[src/rtl/nnoc_pkg.sv]
// Shared constants and state encoding for the systolic core's NoC-facing blocks.
package nnoc_pkg;

  localparam int DIM     = 4;
  localparam int ENTRIES = DIM * DIM;
  localparam int ACC_W   = 32;

  typedef enum logic [1:0] {
    IDLE,
    STREAM,
    DONE
  } drain_state_t;

endpackage

[src/rtl/drain_index_gen.sv]
// Maps a stream sequence number to a result-buffer entry index, row- or column-major.
module drain_index_gen #(
  parameter int DIM = nnoc_pkg::DIM
) (
  input  logic [3:0] seq_i,
  input  logic       col_major_i,
  output logic [3:0] idx_o,
  output logic       last_o
);

  localparam int ENTRIES = DIM * DIM;

  // Column-major walks down each column: seq k picks row k%DIM of column k/DIM.
  always_comb begin
    if (col_major_i) begin
      idx_o = 4'(((int'(seq_i) % DIM) * DIM) + (int'(seq_i) / DIM));
    end else begin
      idx_o = seq_i;
    end
    last_o = (int'(seq_i) == ENTRIES - 1);
  end

endmodule

[src/rtl/result_drain.sv]
// Snapshots the 4x4 accumulated results on capture and streams them over valid/ready.
module result_drain #(
  parameter int ACCUMULATE = nnoc_pkg::ACC_W,
  parameter int DIM        = nnoc_pkg::DIM
) (
  input  logic                            clk,
  input  logic                            reset,
  input  logic                            capture,
  input  logic                            col_major,
  input  logic [DIM*DIM*ACCUMULATE-1:0]   result_buffer,
  output logic [ACCUMULATE-1:0]           out_data,
  output logic [3:0]                      out_index,
  output logic                            out_valid,
  input  logic                            out_ready,
  output logic                            out_last,
  output logic                            busy,
  output logic                            done,
  output logic                            overrun
);

  import nnoc_pkg::*;

  localparam int ENTRIES_L = DIM * DIM;

  drain_state_t          state_q, state_d;
  logic [3:0]            seq_q, seq_d;
  logic                  col_major_q, col_major_d;
  logic                  overrun_q, overrun_d;
  logic [ACCUMULATE-1:0] snap_q [ENTRIES_L];
  logic [3:0]            idx;
  logic                  last_word;
  logic                  accept;

  drain_index_gen #(.DIM(DIM)) u_index_gen (
    .seq_i       (seq_q),
    .col_major_i (col_major_q),
    .idx_o       (idx),
    .last_o      (last_word)
  );

  always_ff @(posedge clk or negedge reset) begin
    if (!reset) begin
      state_q     <= IDLE;
      seq_q       <= '0;
      col_major_q <= 1'b0;
      overrun_q   <= 1'b0;
    end else begin
      state_q     <= state_d;
      seq_q       <= seq_d;
      col_major_q <= col_major_d;
      overrun_q   <= overrun_d;
    end
  end

  always_ff @(posedge clk or negedge reset) begin
    if (!reset) begin
      for (int i = 0; i < ENTRIES_L; i++) snap_q[i] <= '0;
    end else if (accept) begin
      for (int i = 0; i < ENTRIES_L; i++) snap_q[i] <= result_buffer[i*ACCUMULATE +: ACCUMULATE];
    end
  end

  // A capture is only honoured in IDLE; anywhere else it just flags overrun.
  always_comb begin
    state_d     = state_q;
    seq_d       = seq_q;
    col_major_d = col_major_q;
    overrun_d   = overrun_q;
    accept      = 1'b0;
    unique case (state_q)
      IDLE: begin
        if (capture) begin
          accept      = 1'b1;
          state_d     = STREAM;
          seq_d       = '0;
          col_major_d = col_major;
          overrun_d   = 1'b0;
        end
      end
      STREAM: begin
        if (capture) overrun_d = 1'b1;
        if (out_ready) begin
          seq_d = seq_q + 4'd1;
          if (last_word) state_d = DONE;
        end
      end
      DONE: begin
        if (capture) overrun_d = 1'b1;
        state_d = IDLE;
      end
      default: state_d = IDLE;
    endcase
  end

  assign out_valid = (state_q == STREAM);
  assign out_data  = out_valid ? snap_q[idx] : '0;
  assign out_index = out_valid ? idx : '0;
  assign out_last  = out_valid & last_word;
  assign busy      = (state_q != IDLE);
  assign done      = (state_q == DONE);
  assign overrun   = overrun_q;

endmodule

[config.mk]
export PLATFORM = sky130hd
export DESIGN_NAME = result_drain
export DESIGN_NICKNAME = d
export VERILOG_FILES = /design/src/rtl/nnoc_pkg.sv /design/src/rtl/drain_index_gen.sv /design/src/rtl/result_drain.sv
export SDC_FILE = /design/constraint.sdc
export NUM_CORES = 1
export LEC_CHECK = 0
export BUFFER_PORTS_ARGS = -buffer_cell sky130_fd_sc_hd__buf_4
export CAP_MARGIN = 0
export CELL_PAD_IN_SITES_DETAIL_PLACEMENT = 1
export CELL_PAD_IN_SITES_GLOBAL_PLACEMENT = 1
export CORE_AREA = 2 2 233 235
export CTS_BUF_LIST = sky130_fd_sc_hd__clkbuf_2 sky130_fd_sc_hd__clkbuf_4 sky130_fd_sc_hd__clkbuf_8
export DETAILED_ROUTE_END_ITERATION = 12
export DIE_AREA = 0 0 235 237
export PLACE_DENSITY_LB_ADDON = 0.1
export SKIP_CTS_REPAIR_TIMING = 1
export SYNTH_ARGS = -nofsm -noshare
export SYNTH_HDL_FRONTEND = slang
export SYNTH_SLANG_ARGS = --single-unit
[constraint.sdc]
create_clock -name clk -period 3.85 [get_ports clk]
set_input_delay 0.77 -clock clk [delete_from_list [all_inputs] [get_ports clk]]
set_output_delay 0.77 -clock clk [all_outputs]
set_load 0.005 [all_outputs]
==> impl_metrics.json, run 1 <==
{
  "critical_path_class": "flip-flop to output pin",
  "synth_most_common_cell": "dfrtp_1",
  "io_buffers": 557,
  "relSlewSlack": 0.430,
  "drcViolationCount": 0,
  "syn_area_mm2": 0.0238,
  "hold_class": "input pin to asynchronous set/reset pin",
  "netlist.area_leader.share": 0.547,
  "cp-endpoint": "out_data[0]",
  "vias": 17300,
  "worst_slack_ns": 0.0172,
  "start_kind": "flip-flop",
  "period_share": 0.996,
  "yosys.area.top_type": "dfrtp_1",
  "ios": 558,
  "antenna_found_initial": 35,
  "tns_ns": 0,
  "die_width_um": 235,
  "cts.sinks": 520,
  "grt_max_degree": 77,
  "drv_cap": 0,
  "postSynthAreaPerCell_um2": 14.2,
  "setup_violations": 0,
  "final_max_slew_viol_count": 0,
  "start_util": 0.447,
  "ys_types": 35,
  "r2r_slack_ns": 1.38,
  "die_h_um": 237,
  "die_area_mm2": 0.0557,
  "hpwl_mm": 63.0,
  "crit_path_end_kind": "output pin",
  "place.gp.congestion": 0.884,
  "wl_mm": 85.3,
  "cts_tree": "yes",
  "stdcell_area_mm2": 0.0316,
  "synth-seq-cells": 520,
  "avgRoutedWirePerCell_um": 27.7,
  "power-per-cell-area_mw_per_mm2": 891,
  "synth_edf_count": 0,
  "cts-root-buf": "clkbuf_8",
  "worst-path-max-fanout": 11,
  "critical_path_required_ns": 3.08,
  "synthTopCellsByArea": "dfrtp_1, mux2_2, mux4_2, clkbuf_1, a22oi_1",
  "ys_async_sr_fraction": 1.00,
  "final_nets": 2806,
  "htree_levels": 3,
  "drive_gt1_frac": 0.617,
  "crit-reg2reg-launch": "state_q[1]$_DFFE_PN0P_",
  "cts_buffer_depth": 3,
  "synth_flop_cell": "dfrtp_1",
  "clk_latency_ns": 0.69,
  "synth.yosys.seq_area_share": 0.547,
  "max_freq_mhz": 261,
  "synth_fp_nets": 2197,
  "leakage_nw": 14.0,
  "placed_area_mm2": 0.0291,
  "cts-buffers-inserted": 94,
  "grt_pass1_vias": 19000,
  "hold_viol": 0,
  "reg2reg_depth": 5,
  "design.core.area_mm2": 0.0533,
  "synth_commonest_cells": "dfrtp_1, mux2_2, clkbuf_1",
  "dr.pass1.iters": 5,
  "min_period_ns": 3.83,
  "clk_pin_slew_ns": 0.06,
  "nFillCells": 5146,
  "row_count": 85,
  "synth_cells": 1675,
  "place_ws_ns": 0.344,
  "final_antenna_net_count": 0,
  "initialDrtViolationCount": 948,
  "peakVddDrop_mv": 0.399,
  "rsz0062_at_grt": "yes",
  "ys_warn_count": 0,
  "via_per_inst": 5.64,
  "p_total_mw": 28.2,
  "grtUsageTotal": 0.300,
  "final.setup_skew_ns": 0.0257,
  "run_status": "completed",
  "tightestPinTransition_ns": 0.855,
  "cp.arrival_ns": 3.06,
  "r2r-end": "snap_q[217]$_DFFE_PN0P_",
  "grt_pass1_wl_mm": 123,
  "whs_ns": 0.0205,
  "area_growth_pct": 32.8,
  "crit_start": "col_major_q$_DFFE_PN0P_",
  "grt_overflow_total": 0
}
cells in the final DEF (no fill, tap or decap), drive strengths merged, types with 3 or more instances in the layout:
cell type  netlist  layout
o22a            16      16
o31ai           11      11
a21oi           34      34
inv              9      13
and2             9       9
clkbuf          96     157
nor2            73      73
clkinv           0       8
mux2i            6       6
o41ai            4       4
nor2b            3       4
dfrtp          520     520
nand4           14      14
o21ai           46      46
nand3           16      16
o32ai            6       6
a22o             5       5
a22oi           47      47
mux2           517     518
nand2           86      86
ha               5       5
mux4            94      94
diode            0      19
nand2b           3       3
o211ai          17      17
buf             31     635
critical path, stage by stage, from the launching register on:
cell,delay (ns)
dfrtp_2,0.41
mux2_8,0.44
buf_6,0.15
buf_16,0.15
mux4_2,0.45
a22oi_2,0.40
nand2_1,0.19
buf_4,0.18
cells by family after synthesis:
| kind of cell | after synthesis | share of synthesized area |
|---|---|---|
| simple gates | 205 | 0.0363 |
| buf+inv | 136 | 0.0243 |
| fa+ha+maj | 5 | 0.00263 |
| flops | 520 | 0.547 |
| compound gates | 192 | 0.0538 |
| mux | 617 | 0.336 |
flip-flops by register name (all words and copies together), names as in the netlist:
signal and flops:
seq_q 4, overrun 1, col_major_q 1, state_q 2, snap_q 512
area by class of cell:
class / instances / area [um2] / area share
Clock buffer: 154 / 1930 / 0.0609
Tap cell: 696 / 871 / 0.0275
Sequential cell: 520 / 13000 / 0.412
Clock inverter: 16 / 155 / 0.00491
Inverter: 9 / 33.8 / 0.00107
Timing Repair Buffer: 638 / 5140 / 0.163
Antenna cell: 19 / 47.5 / 0.00150
Multi-Input combinational cell: 1021 / 10400 / 0.330
stage by stage:
step / std cells / util
2_1_floorplan: 1675 / -
3_3_place_gp: 2862 / 0.545
3_5_place_dp: 2862 / 0.545
4_1_cts: 3032 / 0.584
5_1_grt: 3073 / 0.593
6_report: 3073 / 0.593
how the worst min path moves through the flow:
stage | start | end | slack (ns) | cells past startpoint
after detailed placement | snap_q[161]$_DFFE_PN0P_ | snap_q[161]$_DFFE_PN0P_ | 0.49 | 1
final | reset | snap_q[100]$_DFFE_PN0P_ | 0.02 | 1
after global placement | snap_q[178]$_DFFE_PN0P_ | snap_q[178]$_DFFE_PN0P_ | 0.48 | 1
after global routing | reset | snap_q[16]$_DFFE_PN0P_ | 0.05 | 1
after CTS | reset | snap_q[100]$_DFFE_PN0P_ | 0.07 | 1
after floorplan | reset | col_major_q$_DFFE_PN0P_ | 0.47 | 0
power by group:
| group | total, mW | switching, mW | leakage [nW] | internal, mW |
|---|---|---|---|---|
| Combinational | 12.4 | 5.86 | 6.79 | 6.59 |
| Sequential | 10.0 | 1.75 | 6.09 | 8.28 |
| Clock | 5.68 | 2.39 | 1.11 | 3.30 |
metal layers:
metal  up-vias  track usage  routed length [um]
li1       7451            -                   -
met1      9049        0.366               33200
met2       616        0.498               42400
met3       179       0.0860                5820
met4        30        0.130                3630
met5         -            0                 216
Note: power is estimated with default switching activity, not from simulation.
==> run 2: changes to the inputs <==
Settings changed: CORE_AREA 2 2 233 235 to 2 2 224 226, DIE_AREA 0 0 235 237 to 0 0 226 228, GPL_TIMING_DRIVEN set to 0.
==> run 2 against run 1 <==
Against the previous run:
- the run now ends with negative setup slack left
- combinational power rose by 6%
- hold slack improved by 0.0021 ns
- sequential cell count did not move
- utilization rose by 4.5 points
- clock skew rose by 0.0018 ns
- sequential share of layout area rose by 0.14 points
- non-clock buffer count rose by 55
- die area fell by 7.5%
- sequential power barely moved
- critical path type unchanged
==> impl_metrics.json, run 2 (synthesis gave the netlist of run 1 again) <==
{
  "final_common_cell": "buf_4",
  "leakage_nw": 13.9,
  "final_antenna_net_count": 0,
  "peakVddDrop_mv": 0.414,
  "drive_gt1_frac": 0.605,
  "cts.sinks": 520,
  "area_growth_pct": 32.3,
  "cp.arrival_ns": 3.25,
  "tns_ns": -0.705,
  "grt_overflow_total": 0,
  "start_kind": "flip-flop",
  "hold_class": "input pin to asynchronous set/reset pin",
  "die_width_um": 226,
  "worst-path-max-fanout": 10,
  "crit-reg2reg-launch": "state_q[1]$_DFFE_PN0P_",
  "drcViolationCount": 0,
  "rsz0062_at_grt": "yes",
  "cts-root-buf": "clkbuf_8",
  "cts-buffers-inserted": 91,
  "ios": 558,
  "design.core.area_mm2": 0.0493,
  "die_area_mm2": 0.0515,
  "vias": 17900,
  "dr.pass1.iters": 5,
  "grt_pass1_wl_mm": 131,
  "tightestPinTransition_ns": 1.07,
  "relSlewSlack": 0.286,
  "wl_mm": 92.2,
  "die_h_um": 228,
  "power-per-cell-area_mw_per_mm2": 907,
  "reg_top3": "snap_q x512, seq_q x4, state_q x2",
  "violations": "negative setup slack",
  "hpwl_mm": 69.4,
  "clk_latency_ns": 0.70,
  "avgRoutedWirePerCell_um": 29.7,
  "final.setup_skew_ns": 0.0275,
  "io_buffers": 557,
  "row_count": 82,
  "critical_path_class": "flip-flop to output pin",
  "cts_buffer_depth": 3,
  "period_share": 1.04,
  "min_period_ns": 4.02,
  "regMostFlops": "snap_q",
  "antenna_found_initial": 40,
  "worst_slack_ns": -0.166,
  "place_ws_ns": -0.165,
  "fin_util": 0.638,
  "hold_viol": 0,
  "drv_cap": 0,
  "whs_ns": 0.0226,
  "crit_path_end_kind": "output pin",
  "grtUsageTotal": 0.356,
  "final_max_slew_viol_count": 0,
  "start_util": 0.482,
  "place.gp.congestion": 0.939,
  "grt_max_degree": 124,
  "max_freq_mhz": 249,
  "run_status": "finished, violations left",
  "final_nets": 2856,
  "htree_levels": 3,
  "layout_common_cells": "buf_4, dfrtp_1, mux2_2, clkbuf_8, mux4_2",
  "via_per_inst": 5.77,
  "critical_path_required_ns": 3.08,
  "clk_pin_slew_ns": 0.07,
  "grt_pass1_vias": 19800,
  "setup_violations": 10,
  "crit_start": "col_major_q$_DFFE_PN0P_",
  "initialDrtViolationCount": 1159,
  "largest_register_ffs": 512,
  "nFillCells": 4856,
  "cts_tree": "yes"
}
==> run 2: metrics by stage <==
step                      total power [mW]  area, um2  std cells
after floorplan                       17.0      23800       1675
after global placement                21.5      28800       2904
after detailed placement              22.1      28900       2908
after CTS                             27.6      30900       3067
after global routing                  29.8      31500       3101
final                                 28.6      31500       3105
==> run 2: metal layers <==
metal	part of all wire	GRT usage	up-vias
met5	0.0011	0	-
met1	0.38	0.428	9426
met4	0.057	0.207	14
met2	0.49	0.575	732
met3	0.077	0.0975	203
li1	-	-	7532
==> run 2: final cells by class <==
type                       instances  area [um2]  area share
buffer                           125         726      0.0230
clock buffer                     147        1840      0.0585
timing repair buffer             568        4360       0.139
clock inverter                    12         105     0.00334
multi-input combinational       1019       10500       0.333
inverter                           9        33.8     0.00107
antenna                           33        82.6     0.00262
sequential                       520       13000       0.413
tap                              672         841      0.0267
==> run 2: worst max-delay path, cell delays in order (launching register included) <==
cell	delay (ns)
dfrtp_1	0.38
buf_6	0.13
mux2_4	0.21
buf_12	0.15
buf_4	0.26
mux4_2	0.57
a22oi_2	0.51
nand2_1	0.18
buf_4	0.18
==> run 2: report_power, final <==
part | total [mW] | switching [mW] | internal [mW] | leakage [nW]
Sequential | 9.89 | 1.62 | 8.27 | 6.10
Clock | 5.47 | 2.39 | 3.09 | 1.04
Combinational | 13.2 | 6.67 | 6.52 | 6.76
==> run 2: path summary, 6_finish.rpt <==
| path | endpoint | slack (ns) | depth (start not counted) |
|---|---|---|---|
| worst min register to register | snap_q[194]$_DFFE_PN0P_ | 0.50 | 1 |
| worst max-delay path | out_data[10] | -0.17 | 8 |
| worst min-delay path | snap_q[113]$_DFFE_PN0P_ | 0.02 | 1 |
| worst max register to register | snap_q[253]$_DFFE_PN0P_ | 0.80 | 6 |
| max in group asynchronous | snap_q[502]$_DFFE_PN0P_ | 2.27 | 3 |
| min in group clk | snap_q[147]$_DFFE_PN0P_ | 0.31 | 2 |
==> run 3: changes to the inputs <==
Settings changed: PLACE_DENSITY_LB_ADDON 0.1 to 0.15.
==> run 3 against run 2 <==
Against the previous run:
- the flow still finishes with violations (negative setup slack)
- sequential cell count is the same
- total power is 0.15% higher
- maximum frequency rose by 1.8%
- wire length grew 1.7%
- clock-buffer cell count is 3 higher
- register-to-register slack got worse by 0.12 ns
- final cell count fell by 0.13%
- clock skew down 0.0018 ns
- die area did not move
- first-iteration DRC count increased by 0.78%
==> impl_metrics.json, run 3 (synthesis gave the netlist of run 1 again) <==
{
  "critPathSlowestCell": "dfrtp_2",
  "period_share": 1.02,
  "placed_area_mm2": 0.0289,
  "design.core.area_mm2": 0.0493,
  "avgRoutedWirePerCell_um": 30.2,
  "whs_ns": 0.0249,
  "row_count": 82,
  "grt_pass1_vias": 20400,
  "clockPowerShare": 0.191,
  "largest_register_ffs": 512,
  "wl_mm": 93.7,
  "htree_levels": 3,
  "crit_path_end_kind": "output pin",
  "max_stage_delay_ns": 0.45,
  "final_nets": 2855,
  "cts_tree": "yes",
  "seqPwrFrac": 0.349,
  "rsz0062_at_grt": "yes",
  "hpwl_mm": 70.6,
  "io_buffers": 557,
  "start_kind": "flip-flop",
  "via_per_inst": 5.82,
  "max_freq_mhz": 253,
  "crit-reg2reg-launch": "state_q[1]$_DFFE_PN0P_",
  "tightestPinTransition_ns": 1.07,
  "cts.sinks": 520,
  "swShare": 0.376,
  "grt_overflow_total": 0,
  "vias": 18100,
  "r2r_slack_ns": 0.68,
  "clk_pin_slew_ns": 0.06,
  "final_max_slew_viol_count": 0,
  "area_growth_pct": 32.3,
  "stdcell_area_mm2": 0.0315,
  "grtUsageTotal": 0.364,
  "reg_top3": "snap_q x512, seq_q x4, state_q x2",
  "grt_max_degree": 121,
  "crit_chain": "mux2_4 -> buf_12 -> buf_12 -> buf_16 -> buf_4 -> buf_2 -> nand2_1 -> nand4_1 -> a21oi_1 -> o31ai_1 -> buf_4",
  "cp.arrival_ns": 3.18,
  "antenna_found_initial": 34,
  "cp_top_family": "buffers and inverters",
  "drive_gt1_frac": 0.609,
  "start_util": 0.482,
  "multi_input_area_mm2": 0.0105,
  "ios": 558,
  "drcViolationCount": 0,
  "worst_slack_ns": -0.0952,
  "final_antenna_net_count": 0,
  "register_area_mm2": 0.0130,
  "drv_cap": 0,
  "run_status": "finished, violations left",
  "reg2reg_depth": 6,
  "die_h_um": 228,
  "cts-root-buf": "clkbuf_8",
  "place_ws_ns": -0.283,
  "clk_latency_ns": 0.70,
  "power-per-cell-area_mw_per_mm2": 908,
  "combPwrFrac": 0.461,
  "cts-buffers-inserted": 91,
  "p_total_mw": 28.6,
  "regMostFlops": "snap_q",
  "critical_path_required_ns": 3.08,
  "die_width_um": 226,
  "r2r-end": "snap_q[257]$_DFFE_PN0P_",
  "leakage_nw": 13.9,
  "tns_ns": -0.843,
  "min_period_ns": 3.95,
  "setup_violations": 15,
  "die_area_mm2": 0.0515,
  "worst-path-max-fanout": 10,
  "dr.pass1.iters": 5,
  "final_common_cell": "buf_4",
  "critical_path_class": "flip-flop to output pin",
  "place.gp.congestion": 0.937,
  "cts_buffer_depth": 3,
  "final.setup_skew_ns": 0.0257,
  "nFillCells": 4850,
  "placed_cells": 2908,
  "p_switching_mw": 10.8,
  "layout.cells.non_filler": 3101,
  "grt_pass1_wl_mm": 134,
  "path_buf_inv": 6,
  "violations": "negative setup slack",
  "peakVddDrop_mv": 0.435,
  "relSlewSlack": 0.290,
  "crit_start": "col_major_q$_DFFE_PN0P_",
  "hold_viol": 0,
  "initialDrtViolationCount": 1168,
  "fin_util": 0.638,
  "p_int_mw": 17.8,
  "hold_class": "input pin to asynchronous set/reset pin",
  "layout_common_cells": "buf_4, dfrtp_1, mux2_2, clkbuf_8, mux4_2"
}
-- run 3: cell count changes in the layout (fill, tap and decap cells not counted), moves of 3 or more --
| cell | delta |
|---|---|
| a21oi_1 | -4 |
| a21oi_2 | +4 |
| clkbuf_8 | -4 |
| diode_2 | -5 |
| buf_2 | -6 |
| clkbuf_2 | +10 |
| buf_4 | -3 |
| clkbuf_4 | +8 |
-- run 3: cell type report --
class                           instances  share of cell area
Buffer                                124              0.0219
Multi-Input combinational cell       1019               0.334
Tap cell                              672              0.0267
Antenna cell                           28             0.00223
Clock inverter                         11             0.00302
Timing Repair Buffer                  568               0.139
Clock buffer                          150              0.0584
Inverter                                9             0.00107
Sequential cell                       520               0.413
-- run 3: power by group through the flow --
stage	Combinational [mW]	Clock [mW]	Sequential (mW)
final	13.2	5.45	9.98
after global routing	13.8	5.77	10.2
after CTS	12.3	5.53	9.86
after detailed placement	12.2	0	9.91
after global placement	11.8	0	9.65
after floorplan	7.79	0	9.21
-- run 3: how the worst max path moves through the flow --
stage                                         end  slack (ns)  cells after the start
after floorplan                      out_data[13]        1.26                      7
after global placement    snap_q[398]$_DFFE_PN0P_       -3.49                      1
after detailed placement             out_data[23]       -0.28                      8
after CTS                            out_data[23]       -1.04                      8
after global routing                 out_data[25]       -0.15                      9
final                                out_data[26]        -0.1                     11
-- run 3: layer usage --
metal	vias to the layer above	track usage	part of all wire
li1	7551	-	-
met1	9504	0.427	0.37
met2	751	0.592	0.49
met3	244	0.0998	0.074
met4	12	0.225	0.060
met5	-	0	0.00092
